<file path="src/rtl/multicycle_controller.sv">
// Multicycle instruction-sequencing controller: Moore FSM that decodes IR_O
// and drives datapath strobes/mux selects, with condition flags latched from the ALU.
module multicycle_controller #(
   parameter logic [3:0] ALU_ADD = 4'b0100,
   parameter logic [3:0] CMP_OP  = 4'b1010
) (
   input  logic        clk,
   input  logic        reset,
   input  logic [31:0] IR_O,
   input  logic        Z,
   input  logic        C,
   input  logic        N,
   input  logic        V,
   input  logic        lt,
   input  logic        gt,
   output logic        Mem_read,
   output logic        Mem_write,
   output logic        reg_write,
   output logic        PC_write,
   output logic        Jump,
   output logic        ldPCreg,
   output logic        IRwrite,
   output logic        IoD,
   output logic        PCreg,
   output logic        WAddr,
   output logic        DT_store,
   output logic        ALUsrcA,
   output logic        PCsrc,
   output logic [1:0]  ALUsrcB,
   output logic [1:0]  writeMux,
   output logic [3:0]  ALUoperation,
   output logic        instr_done
);

   typedef enum logic [3:0] {
      FETCH    = 4'd0,
      DECODE   = 4'd1,
      DP_EXEC  = 4'd2,
      DP_WB    = 4'd3,
      MEM_ADDR = 4'd4,
      MEM_RD   = 4'd5,
      MEM_WB   = 4'd6,
      MEM_ST   = 4'd7,
      BL_LINK  = 4'd8,
      BR       = 4'd9
   } state_t;

   state_t state, next_state;
   logic   z_f, lt_f, gt_f;
   logic   cond_pass;

   logic [3:0] cond;
   logic [1:0] itype;
   logic       imm;
   logic [3:0] opcode;
   logic       s_l;

   assign cond   = IR_O[31:28];
   assign itype  = IR_O[27:26];
   assign imm    = IR_O[25];
   assign opcode = IR_O[24:21];
   assign s_l    = IR_O[20];

   // Remaining fields belong to the datapath; C/N/V are not consulted by any condition.
   logic unused_inputs;
   assign unused_inputs = ^{IR_O[19:0], C, N, V};

   always_ff @(posedge clk) begin
      if (reset) begin
         state <= FETCH;
         z_f   <= 1'b0;
         lt_f  <= 1'b0;
         gt_f  <= 1'b0;
      end else begin
         state <= next_state;
         if (state == DP_EXEC && s_l) begin
            z_f  <= Z;
            lt_f <= lt;
            gt_f <= gt;
         end
      end
   end

   always_comb begin
      cond_pass = 1'b0;
      case (cond)
         4'b0000: cond_pass = z_f;
         4'b0001: cond_pass = ~z_f;
         4'b0010: cond_pass = gt_f;
         4'b0011: cond_pass = lt_f;
         4'b1110: cond_pass = 1'b1;
         default: cond_pass = 1'b0;
      endcase
   end

   always_comb begin
      next_state   = FETCH;
      Mem_read     = 1'b0;
      Mem_write    = 1'b0;
      reg_write    = 1'b0;
      PC_write     = 1'b0;
      Jump         = 1'b0;
      ldPCreg      = 1'b0;
      IRwrite      = 1'b0;
      IoD          = 1'b0;
      PCreg        = 1'b0;
      WAddr        = 1'b0;
      DT_store     = 1'b0;
      ALUsrcA      = 1'b0;
      PCsrc        = 1'b0;
      ALUsrcB      = '0;
      writeMux     = '0;
      ALUoperation = '0;
      instr_done   = 1'b0;

      case (state)
         FETCH: begin
            Mem_read     = 1'b1;
            IRwrite      = 1'b1;
            ldPCreg      = 1'b1;
            PC_write     = 1'b1;
            ALUsrcB      = 2'b01;
            ALUoperation = ALU_ADD;
            next_state   = DECODE;
         end
         DECODE: begin
            // Branch target is precomputed here so BR only has to select ALU_out.
            PCreg        = 1'b1;
            ALUsrcB      = 2'b11;
            ALUoperation = ALU_ADD;
            if (!cond_pass) begin
               instr_done = 1'b1;
               next_state = FETCH;
            end else begin
               case (itype)
                  2'b00:   next_state = DP_EXEC;
                  2'b01:   next_state = MEM_ADDR;
                  2'b10:   next_state = BR;
                  default: next_state = BL_LINK;
               endcase
            end
         end
         DP_EXEC: begin
            ALUsrcA      = 1'b1;
            ALUsrcB      = imm ? 2'b10 : 2'b00;
            ALUoperation = opcode;
            if (opcode == CMP_OP) begin
               instr_done = 1'b1;
               next_state = FETCH;
            end else begin
               next_state = DP_WB;
            end
         end
         DP_WB: begin
            reg_write  = 1'b1;
            writeMux   = 2'b01;
            instr_done = 1'b1;
            next_state = FETCH;
         end
         MEM_ADDR: begin
            ALUsrcA      = 1'b1;
            ALUsrcB      = 2'b10;
            ALUoperation = ALU_ADD;
            next_state   = s_l ? MEM_RD : MEM_ST;
         end
         MEM_RD: begin
            IoD        = 1'b1;
            Mem_read   = 1'b1;
            next_state = MEM_WB;
         end
         MEM_WB: begin
            reg_write  = 1'b1;
            writeMux   = 2'b00;
            instr_done = 1'b1;
            next_state = FETCH;
         end
         MEM_ST: begin
            IoD        = 1'b1;
            Mem_write  = 1'b1;
            DT_store   = 1'b1;
            instr_done = 1'b1;
            next_state = FETCH;
         end
         BL_LINK: begin
            reg_write  = 1'b1;
            WAddr      = 1'b1;
            writeMux   = 2'b10;
            next_state = BR;
         end
         BR: begin
            Jump       = 1'b1;
            PCsrc      = 1'b1;
            instr_done = 1'b1;
            next_state = FETCH;
         end
         default: next_state = FETCH;
      endcase

      // Outputs are gated by reset so no write strobe escapes mid-instruction.
      if (reset) begin
         Mem_read     = 1'b0;
         Mem_write    = 1'b0;
         reg_write    = 1'b0;
         PC_write     = 1'b0;
         Jump         = 1'b0;
         ldPCreg      = 1'b0;
         IRwrite      = 1'b0;
         IoD          = 1'b0;
         PCreg        = 1'b0;
         WAddr        = 1'b0;
         DT_store     = 1'b0;
         ALUsrcA      = 1'b0;
         PCsrc        = 1'b0;
         ALUsrcB      = '0;
         writeMux     = '0;
         ALUoperation = '0;
         instr_done   = 1'b0;
      end
   end

endmodule

</file>
<file path="config.mk">
export PLATFORM = sky130hd
export DESIGN_NAME = multicycle_controller
export DESIGN_NICKNAME = d
export VERILOG_FILES = /design/src/rtl/multicycle_controller.sv
export SDC_FILE = /design/constraint.sdc
export NUM_CORES = 1
export LEC_CHECK = 0
export BUFFER_PORTS_ARGS = -buffer_cell sky130_fd_sc_hd__buf_2
export CAP_MARGIN = 20
export CORE_MARGIN = 3
export CORE_UTILIZATION = 36
export CTS_CLUSTER_SIZE = 24
export DETAILED_ROUTE_END_ITERATION = 6
export GPL_TIMING_DRIVEN = 0
export HOLD_SLACK_MARGIN = 0.02
export PLACE_DENSITY = 0.85
export RECOVER_POWER = 50
export SYNTH_ARGS = -nofsm -noshare
export SYNTH_HDL_FRONTEND = slang
export SYNTH_SLANG_ARGS = --single-unit
</file>
<file path="constraint.sdc">
create_clock -name clk -period 1.5 [get_ports clk]
set_input_delay 0.075 -clock clk [delete_from_list [all_inputs] [get_ports clk]]
set_output_delay 0.075 -clock clk [all_outputs]
set_load 0.05 [all_outputs]
</file>
-- Word-level counts from Yosys, hierarchy flattened
Cells that the tools add are included.
- bits in read-only memories: 0
- memories kept: 0
- bits in latches: 0
- register bits: 7
- memory bits (writable): 0
- logic and storage cells: 66
- output and inout port bits: 22
- shifts and indexed selects: 0
- reductions and logical operators: 10
- $mul: 0
- $lt $le $gt $ge: 0
- multiplexer cells: 35
- add/sub/neg operators: 0
- eq/ne operators: 16
- divide/modulo/power cells: 0
- bitwise operators: 1
- operators with widths (kind ; count):
    4-bit case mux with 6 select lines ; 1
    1-bit 2-to-1 mux ; 21
    4-bit by 2-bit equality test with 1-bit output (second input constant) ; 4
    4-bit by 3-bit equality test with 1-bit output (second input constant) ; 4
    4-bit equality test (second input constant) ; 4
    4-bit case mux with 3 select lines ; 1
    2-bit 2-to-1 mux ; 5
    4-bit by 1-bit equality test with 1-bit output (second input constant) ; 2
    4-bit zero test ; 2
    4-bit 2-to-1 mux ; 2
    2-bit case mux with 4 select lines ; 1
    4-bit case mux with 2 select lines ; 1
    2-bit OR reduction ; 3
    3-bit OR reduction ; 2
    1-bit case mux with 5 select lines ; 1
    2-bit case mux with 2 select lines ; 1
    4-bit OR reduction ; 1
    1-bit case mux with 3 select lines ; 1
    2-bit by 1-bit equality test with 1-bit output (second input constant) ; 1
    2-bit equality test (second input constant) ; 1
    2-bit zero test ; 1
    1-bit logical AND ; 1
    1-bit inverter ; 1

-- Longest topological paths before layout
Gate-level depths: netlist (run 1).
- word-level depth: 5
- depth in mapped cells: 8

-- Least setup slack after synthesis (run 1)
No wires, ideal clock.
- kind: reg-to-output
- from: reg state[1]
- to: out PCsrc
- path buffers: 2
- stages on the path, launching flop included: 4
- setup slack: -1.257 ns
- arrival: 2.682 ns
- data required time: 1.425 ns
- cell sequence: dfxtp_1 -> buf_2 -> nor4b_1 -> buf_4
- word-level cells in the longest chain between the ends: 3
- ends and longest elaborated chain (item ; RTL line ; RTL):
    start: declaration ; 48 ; state_t state, next_state;
    start signal: assignment ; 75 ; state <= next_state;
    4-bit equality test ; -- ;
    1-bit 2-to-1 mux (2 in a row) ; -- ;
    end: declaration ; 28 ; output logic PCsrc,
No other way between the ends.

-- Final worst setup path (run 1)
- from: reg state[1]
- to: out PCsrc
- word-level cells in the longest chain between the ends: 3
- ends and longest elaborated chain (item ; RTL line ; RTL):
    4-bit equality test ; 116 ; case (state)
    1-bit 2-to-1 mux ; 116 ;
    1-bit 2-to-1 mux ; 200 ; if (reset) begin
No other way between the ends.

==> results.toml, run 1 <==
[status]
outcome = "complete, but fails checks"
violations = "negative setup slack"

[cts]
cts_buffers = 3
insertion_delay_ns = 0.25
htree_levels = 1
root_buffer = "clkbuf_4"
cts_sinks = 7
cts_tree = "yes"
clockBufferDepth = 2
cts.clk_slew.worst_paths_ns = 0.05

[global_routing]
grt_max_degree = 11
overflow = 0
grtUsageTotal_pct = 18.3
grt_pass1_wl_um = 3500
grt_pass1_vias = 844
antenna_found_initial = 0

[timing]
worstMarginPinSlew_ns = 0.747
rsz0062_at_grt = "yes"
fin_worst_skew_ns = 0.000305
slew_headroom_pct = 50.2
finalHoldViolCount = 0
min_period_over_period_pct = 101
hold_ws_ns = 0.0449
setup_violations = 2
final.setup.worst_slack_ns = -0.0142
final.setup.tns_ns = -0.0152
post-route-min-period_ns = 1.51
drv_slew = 0
timing.fmax_mhz = 660

[logic_synthesis]
ys_types = 37
postSynth.asyncResetShare_pct = 0
yosys.area.top_type_share_pct = 20.8
syn_area_sq_um = 674
ys.flop_type = "dfxtp_1"
synth_fp_nets = 131
ys_seq_elements = 7
synthesis.instances = 91
synth_edf_count = 0
synth_warnings = 0
synth.largest_area_cell = "dfxtp_1"
syn_area_per_cell_sq_um = 7.41
synth.area.top_cells = "dfxtp_1 21%, mux2i_1 5.9%, buf_4 5.6%, nor2_1 5.6%, and2_1 4.6%"
ys_seq_area_share_pct = 20.8

[worst_setup_path]
cp.arrival_ns = 1.44
required_ns = 1.42
cp-start-kind = "register"
path_max_fanout = 10
r2r_cells = 5
reg2reg_slack_ns = 0.11
crit_type = "reg2out"
critPathCaptureType = "primary output"

[die]
pin_count = 62
initial_core_util_pct = 38.6
fp.coreArea_sq_mm = 0.00175
die-area_sq_mm = 0.00243
die_w_um = 49.3
rows = 15
die_h_um = 49.3

[finish]
nFillCells = 128
num_antenna_cells = 0
area_delta_synth_final_pct = 83.5
layout.nets = 181
drive_gt1_share_pct = 64.3

[placed_design]
io_buffer_count = 38
gp_congestion = 0.792
dp.final_hpwl_um = 1550

[routing]
dr.pass1.iters = 4
wl_per_cell_um = 14.1
wl_um = 2330
final_antenna_net_count = 0
vias = 868
vias_per_cell = 5.26
drc_errors = 0
drtIter0Drc = 13

[pwr]
p_leak_uw = 0.000558
vdd_ir_drop_max_mv = 0.399
p_per_area_mw_per_mm2 = 492

[hold_path]
min_path_type = "in2reg"
min_path_cells = 2

[run]
cap_violations = 0
==> cell families (layout without fill, tap and decap cells) <==
logic type / Yosys count / in the layout / share of synthesized area [%]
AND/OR/NAND/NOR: 44 / 44 / 37.7
AO/OA/AOI/OAI: 20 / 20 / 20.8
buffers and inverters: 14 / 63 / 12.2
flip-flops: 7 / 7 / 20.8
multiplexers: 4 / 4 / 5.94
XOR/XNOR: 2 / 2 / 2.60
==> what timing repair did <==
item	CTS	global route
setup buffers	4	4
gates resized for setup	28	35
setup endpoints to repair	17	17
hold buffers	0	0
pin swaps	1	7
==> where the power goes <==
part	switching, uW	total (uW)	internal, uW
combinational	152	250	97.8
clock	64.0	165	101
sequential	7.11	194	187
total	223	609	386
==> worst paths after layout <==
kind,startpoint,to
max,state[1]$_SDFF_PP0_,PCsrc
min,IR_O[26],state[0]$_SDFF_PP0_
max reg2reg,state[0]$_SDFF_PP0_,z_f$_SDFFE_PP0P_
min reg2reg,lt_f$_SDFFE_PP0P_,lt_f$_SDFFE_PP0P_
==> layout make-up <==
class                           count  area [sq um]  area share [%]
Inverter                            4          22.5            1.82
Clock buffer                        4          26.3            2.12
Buffer                              9          75.1            6.07
Sequential cell                     7           153            12.3
Tap cell                           25          31.3            2.53
Timing Repair Buffer               46           339            27.4
Multi-Input combinational cell     70           591            47.7
==> flip-flops by register name, indices dropped and copies added (netlist names) <==
name,cells
gt_f,1
z_f,1
state,4
lt_f,1
==> worst max-delay path: stages (launching register included) <==
cell and delay [ns]:
dfxtp_4 0.37, buf_4 0.20, nor4b_4 0.31, buf_4 0.16, buf_6 0.15
==> synthesized netlist by cell type, types with 2 or more instances <==
library cell and count:
nor2_1 10, dfxtp_1 7, nand2_1 6, and2_1 5
buf_4 5, nor2b_1 5, a21oi_1 4, inv_1 4
mux2i_1 4, o21ai_0 4, buf_2 3, nor4_1 3
and3_1 2, nand2b_1 2, nor3b_1 2, o21bai_1 2
o41ai_1 2, xnor2_1 2
==> routing by layer <==
layer  GRT usage [%]  wire length (um)  up-vias  share of wire [%]
li1                -                 -      412                  -
met1            17.1               873      417                 37
met2            36.4              1290       39                 55
met3            5.50               164        0                7.0
met4            6.16                 0        0                  0
met5               0                 0        -                  0
==> through the flow <==
step | std cells | total power [uW] | area [sq um] | util (%) | setup slack, ns
floorplan | 91 | 353 | 777 | - | -0.199
detailed placement | 154 | 412 | 998 | 57.2 | 0.0499
finish | 165 | 609 | 1240 | 70.9 | -0.0142
CTS | 162 | 601 | 1130 | 64.8 | -0.0528
global placement | 154 | 406 | 998 | 57.2 | 0.0639
global route | 165 | 648 | 1240 | 70.9 | -0.0842
==> layout by cell type (no fill, tap or decap), drive strengths merged, types with 3 or more instances in the layout <==
cell type,count
nand2,7
nor4,3
dfxtp,7
a21oi,5
nor2,11
clkbuf,8
o21ai,4
buf,51
nor2b,5
and2,5
mux2i,4
Note: power is estimated with default switching activity, not from simulation.
==> run 2, diff against run 1 <==
- SETUP_SLACK_MARGIN: not set -> 0.1
- clock period: 1.5 -> 1.4 ns (I/O delays scaled with it)
==> run 2 against run 1 <==
Compared with the run above: the run still ends with negative setup slack left; count of clock-buffer cells in the layout unchanged; critical path depth rose by 4; worst hold slack is essentially flat.
==> results.toml, run 2 (synthesis results as in run 1) <==
[timing]
final.setup.worst_slack_ns = -0.154
slew_headroom_pct = 47.4
rsz0062_at_grt = "yes"
worstMarginPinSlew_ns = 0.788
min_period_over_period_pct = 111
hold_ws_ns = 0.0446
post-route-min-period_ns = 1.55
timing.fmax_mhz = 644
fin_worst_skew_ns = 0.00727
finalHoldViolCount = 0
drv_slew = 0
setup_violations = 16

[die]
die_h_um = 49.3
pin_count = 62
fp.coreArea_sq_mm = 0.00175
die_w_um = 49.3
rows = 15
initial_core_util_pct = 38.6
die-area_sq_mm = 0.00243

[global_routing]
grt_max_degree = 11
antenna_found_initial = 0
overflow = 0
grt_pass1_vias = 970
grtUsageTotal_pct = 23.2
grt_pass1_wl_um = 4420

[finish]
drive_gt1_share_pct = 71.9
final_area_sq_mm = 0.00152
largest_reg_flops = 4
layout_commonest_cell = "buf_6"
num_antenna_cells = 0
layout.nets = 194
nFillCells = 88
utilization_pct = 87.0
area_delta_synth_final_pct = 125
largest_register = "state"
layout_common_cells = "24 x buf_6, 17 x buf_4, 17 x buf_2"

[routing]
drc_errors = 0
final_antenna_net_count = 0
wl_per_cell_um = 17.3
dr.pass1.iters = 4
wl_um = 3070
vias_per_cell = 5.26
drtIter0Drc = 14
vias = 936

[worst_setup_path]
critPathCaptureType = "primary output"
required_ns = 1.33
path_max_fanout = 6
r2r-end = "z_f$_SDFFE_PP0P_"
path_cells = "buf_6 > nor2_4 > nand2_4 > clkinvlp_4 > nand2_4 > clkinvlp_4 > o2bb2ai_4 > buf_6"
cp.arrival_ns = 1.48
slowest_stage = "dfxtp_2"
reg2reg_slack_ns = 0
path_delay_family = "buffers and inverters"
r2r_cells = 7
rr_startpoint = "state[3]$_SDFF_PP0_"
cp-start-kind = "register"
cp.buffers_inverters = 4
max_stage_delay_ns = 0.31
crit_type = "reg2out"

[hold_path]
hp-start = "IR_O[26]"
min_path_cells = 2
min_path_type = "in2reg"
holdPathEnd = "state[1]$_SDFF_PP0_"

[pwr]
p_leak_uw = 0.000670
p_total_uw = 756
vdd_ir_drop_max_mv = 0.536
p_per_area_mw_per_mm2 = 498

[cts]
root_buffer = "clkbuf_4"
cts_sinks = 7
htree_levels = 1
cts_buffers = 3
cts.clk_slew.worst_paths_ns = 0.06
insertion_delay_ns = 0.26
holdBufCountCts = 0
clockBufferDepth = 2
cts_tree = "yes"

[placed_design]
placed_cell_area_sq_mm = 0.00103
gp_congestion = 0.789
place_ws_ns = -0.0906
io_buffer_count = 38
dp.final_hpwl_um = 1510

[status]
violations = "negative setup slack"
outcome = "complete, but fails checks"

[run]
cap_violations = 0
run 2: stage by stage:
stage | instances | TNS (ns)
after CTS | 174 | -0.898
after global routing | 178 | -2.43
final | 178 | -1.42
after global placement | 154 | -0.0912
after floorplan | 91 | -0.967
after detailed placement | 154 | -0.208
run 2: final cells by class:
class	count	area, sq um	share of cell area (%)
Multi-Input combinational cell	70	662	43.6
Timing Repair Buffer	58	526	34.6
Sequential cell	7	150	9.88
Buffer	10	101	6.67
Tap cell	25	31.3	2.06
Clock buffer	4	26.3	1.73
Inverter	4	22.5	1.48
run 2: how the worst max path moves through the flow:
stage | start | to | slack, ns | depth (start not counted)
5_1_grt | state[3]$_SDFF_PP0_ | instr_done | -0.21 | 8
6_report | state[3]$_SDFF_PP0_ | instr_done | -0.15 | 8
3_3_place_gp | state[0]$_SDFF_PP0_ | reg_write | -0.07 | 6
2_1_floorplan | state[3]$_SDFF_PP0_ | instr_done | -0.25 | 7
3_5_place_dp | state[0]$_SDFF_PP0_ | reg_write | -0.09 | 6
4_1_cts | state[3]$_SDFF_PP0_ | instr_done | -0.11 | 8
run 2: report_power, final:
group / leakage [uW] / internal, uW / switching [uW] / total [uW]
sequential: 0.0000591 / 202 / 6.01 / 208
combinational: 0.000595 / 160 / 203 / 363
clock: 0.0000150 / 109 / 76.8 / 186
total: 0.000670 / 470 / 285 / 756
run 2: metal layers:
layer	wire [um]	vias to the layer above	part of all wire, %	global-route usage (%)
met4	74	0	2.4	6.16
met3	214	6	7.0	4.28
met2	1600	56	52	44.2
li1	-	438	-	-
met1	1180	436	38	25.6
met5	0	-	0	0
run 2: worst register-to-register path, stage by stage (launching register included):
cell and delay [ns]:
dfxtp_2 0.31, buf_6 0.13, nor2_4 0.15, buf_4 0.14, buf_6 0.09, nand3_1 0.17
mux2i_1 0.21, nor2_1 0.06
run 2: repair_timing:
action / in CTS / in global routing
resized for setup: 70 / 19
cloned: 0 / 0
endpoints found under the setup margin: 22 / 28
setup buffers: 16 / 6
pin swaps: 13 / 8
==> run 3, diff against run 2 <==
- CORE_UTILIZATION: 36 -> 38
- CTS_BUF_LIST: not set -> sky130_fd_sc_hd__clkbuf_4 sky130_fd_sc_hd__clkbuf_8
- PLACE_DENSITY: 0.85 -> 0.89
==> run 3 against run 2 <==
Compared with the run above: the run still ends with negative setup slack left; maximum frequency decreased by 7.3%; final area up 1.7%; cell count decreased by 0.56%; clock skew shrank 0.0041 ns; critical path type unchanged; largest power group unchanged; highest routed layer unchanged.
==> results.toml, run 3 (synthesis results as in run 1) <==
[status]
outcome = "complete, but fails checks"
violations = "negative setup slack"

[global_routing]
overflow = 0
grtUsageMet3_pct = 5.17
grtUsageMet1_pct = 30.5
grtUsageTotal_pct = 31.9
grt_pass1_vias = 1035
grt_max_degree = 11
met2_usage_pct = 63.9
antenna_found_initial = 0
grt_pass1_wl_um = 4970
busiest_layer = "met2"

[worst_setup_path]
max_stage_delay_ns = 0.43
rr_startpoint = "state[1]$_SDFF_PP0_"
critPathCaptureType = "primary output"
slowest_stage = "dfxtp_4"
path_delay_family = "compound AO/OA/AOI/OAI gates"
reg2reg_slack_ns = -0.26
crit_type = "reg2out"
path_max_fanout = 7
path_cells = "nor2b_1 > o21bai_1 > a21boi_2 > o2bb2ai_4 > buf_8"
required_ns = 1.33
cp.arrival_ns = 1.61
cp.buffers_inverters = 1
r2r-end = "state[1]$_SDFF_PP0_"
cp-start-kind = "register"
r2r_cells = 6

[routing]
final_antenna_net_count = 0
wl_per_cell_um = 24.3
drtIter0Drc = 36
drc_errors = 0
vias_per_cell = 6.17
vias = 1092
wl_um = 4300
dr.pass1.iters = 4

[timing]
drv_slew = 0
post-route-min-period_ns = 1.68
min_period_over_period_pct = 120
fin_worst_skew_ns = 0.00322
timing.fmax_mhz = 596
slew_headroom_pct = 40.2
worstMarginPinSlew_ns = 0.897
final.setup.tns_ns = -3.44
rsz0062_at_grt = "yes"
finalHoldViolCount = 0
setup_violations = 23
final.setup.worst_slack_ns = -0.277

[cts]
cts_sinks = 7
cts_tree = "yes"
clockBufferDepth = 2
insertion_delay_ns = 0.27
cts_buffers = 3
root_buffer = "clkbuf_4"
cts.clk_slew.worst_paths_ns = 0.07
htree_levels = 1

[hold_path]
hp-start = "IR_O[26]"
min_path_cells = 2
min_path_type = "in2reg"
holdPathEnd = "state[0]$_SDFF_PP0_"

[pwr]
vdd_ir_drop_max_mv = 0.515
p_per_area_mw_per_mm2 = 518
p_leak_uw = 0.000670

[die]
pin_count = 62
die-area_sq_mm = 0.00232
die_w_um = 48.1
initial_core_util_pct = 42.3
rows = 14
fp.coreArea_sq_mm = 0.00159
die_h_um = 48.1

[finish]
drive_gt1_share_pct = 72.5
nFillCells = 25
largest_register = "state"
num_antenna_cells = 0
largest_reg_flops = 4
area_delta_synth_final_pct = 129
layout_common_cells = "17 x buf_6, 17 x buf_4, 17 x buf_2"
layout.nets = 194

[placed_design]
place_ws_ns = -0.0954
dp.final_hpwl_um = 1540
io_buffer_count = 38
gp_congestion = 0.838

[run]
cap_violations = 0
==> run 3: cell types whose count changed in the layout (fill, tap and decap cells not counted), sizes merged <==
cell	delta
dlygate4sd3	+1
buf	-2
clkinv	+1
==> run 3: where the power goes <==
part	total, uW	internal (uW)	switching, uW
registers	208	201	7.22
logic	376	161	215
clock network	216	106	110
total	800	467	333
==> run 3: layout make-up <==
type	instances	area, sq um	area share [%]
inverters	4	22.5	1.46
clock buffers	3	22.5	1.46
plain buffers	10	97.6	6.32
well taps	24	30.0	1.94
flip-flops and latches	7	153	9.88
clock inverters	1	5.00	0.324
repair buffers	58	543	35.1
multi-input cells	70	672	43.5
==> run 3: repair_timing <==
item                                    in CTS  in global routing
hold buffers                                 1                  0
setup buffers                               16                  3
cloned                                       1                  0
pin swaps                                    6                  4
endpoints found under the setup margin      22                 29
endpoints found under the hold margin        1                  0
resized for setup                           74                 25
==> run 3: how the worst max path moves through the flow <==
stage,startpoint,end,cells after the start
2_1_floorplan,state[3]$_SDFF_PP0_,instr_done,7
3_3_place_gp,state[0]$_SDFF_PP0_,reg_write,6
3_5_place_dp,state[0]$_SDFF_PP0_,reg_write,6
4_1_cts,state[3]$_SDFF_PP0_,reg_write,6
5_1_grt,state[1]$_SDFF_PP0_,state[1]$_SDFF_PP0_,5
6_report,state[1]$_SDFF_PP0_,instr_done,5
==> run 3: per-layer routing <==
layer / vias up / wire [um]
met3: 32 / 401
met1: 515 / 1450
met5: - / 0
met2: 100 / 2180
li1: 445 / -
met4: 0 / 276
==> run 3: stage by stage <==
stage / power (uW) / utilization, % / hold slack (ns) / cells / instance area (sq um)
2_1_floorplan: 382 / - / 0.167 / 91 / 808
3_3_place_gp: 439 / 64.5 / 0.289 / 153 / 1030
3_5_place_dp: 444 / 64.5 / 0.294 / 153 / 1030
4_1_cts: 727 / 90.6 / 0.0220 / 175 / 1440
5_1_grt: 806 / 96.9 / 0.0649 / 177 / 1550
6_report: 800 / 96.9 / 0.0555 / 177 / 1550
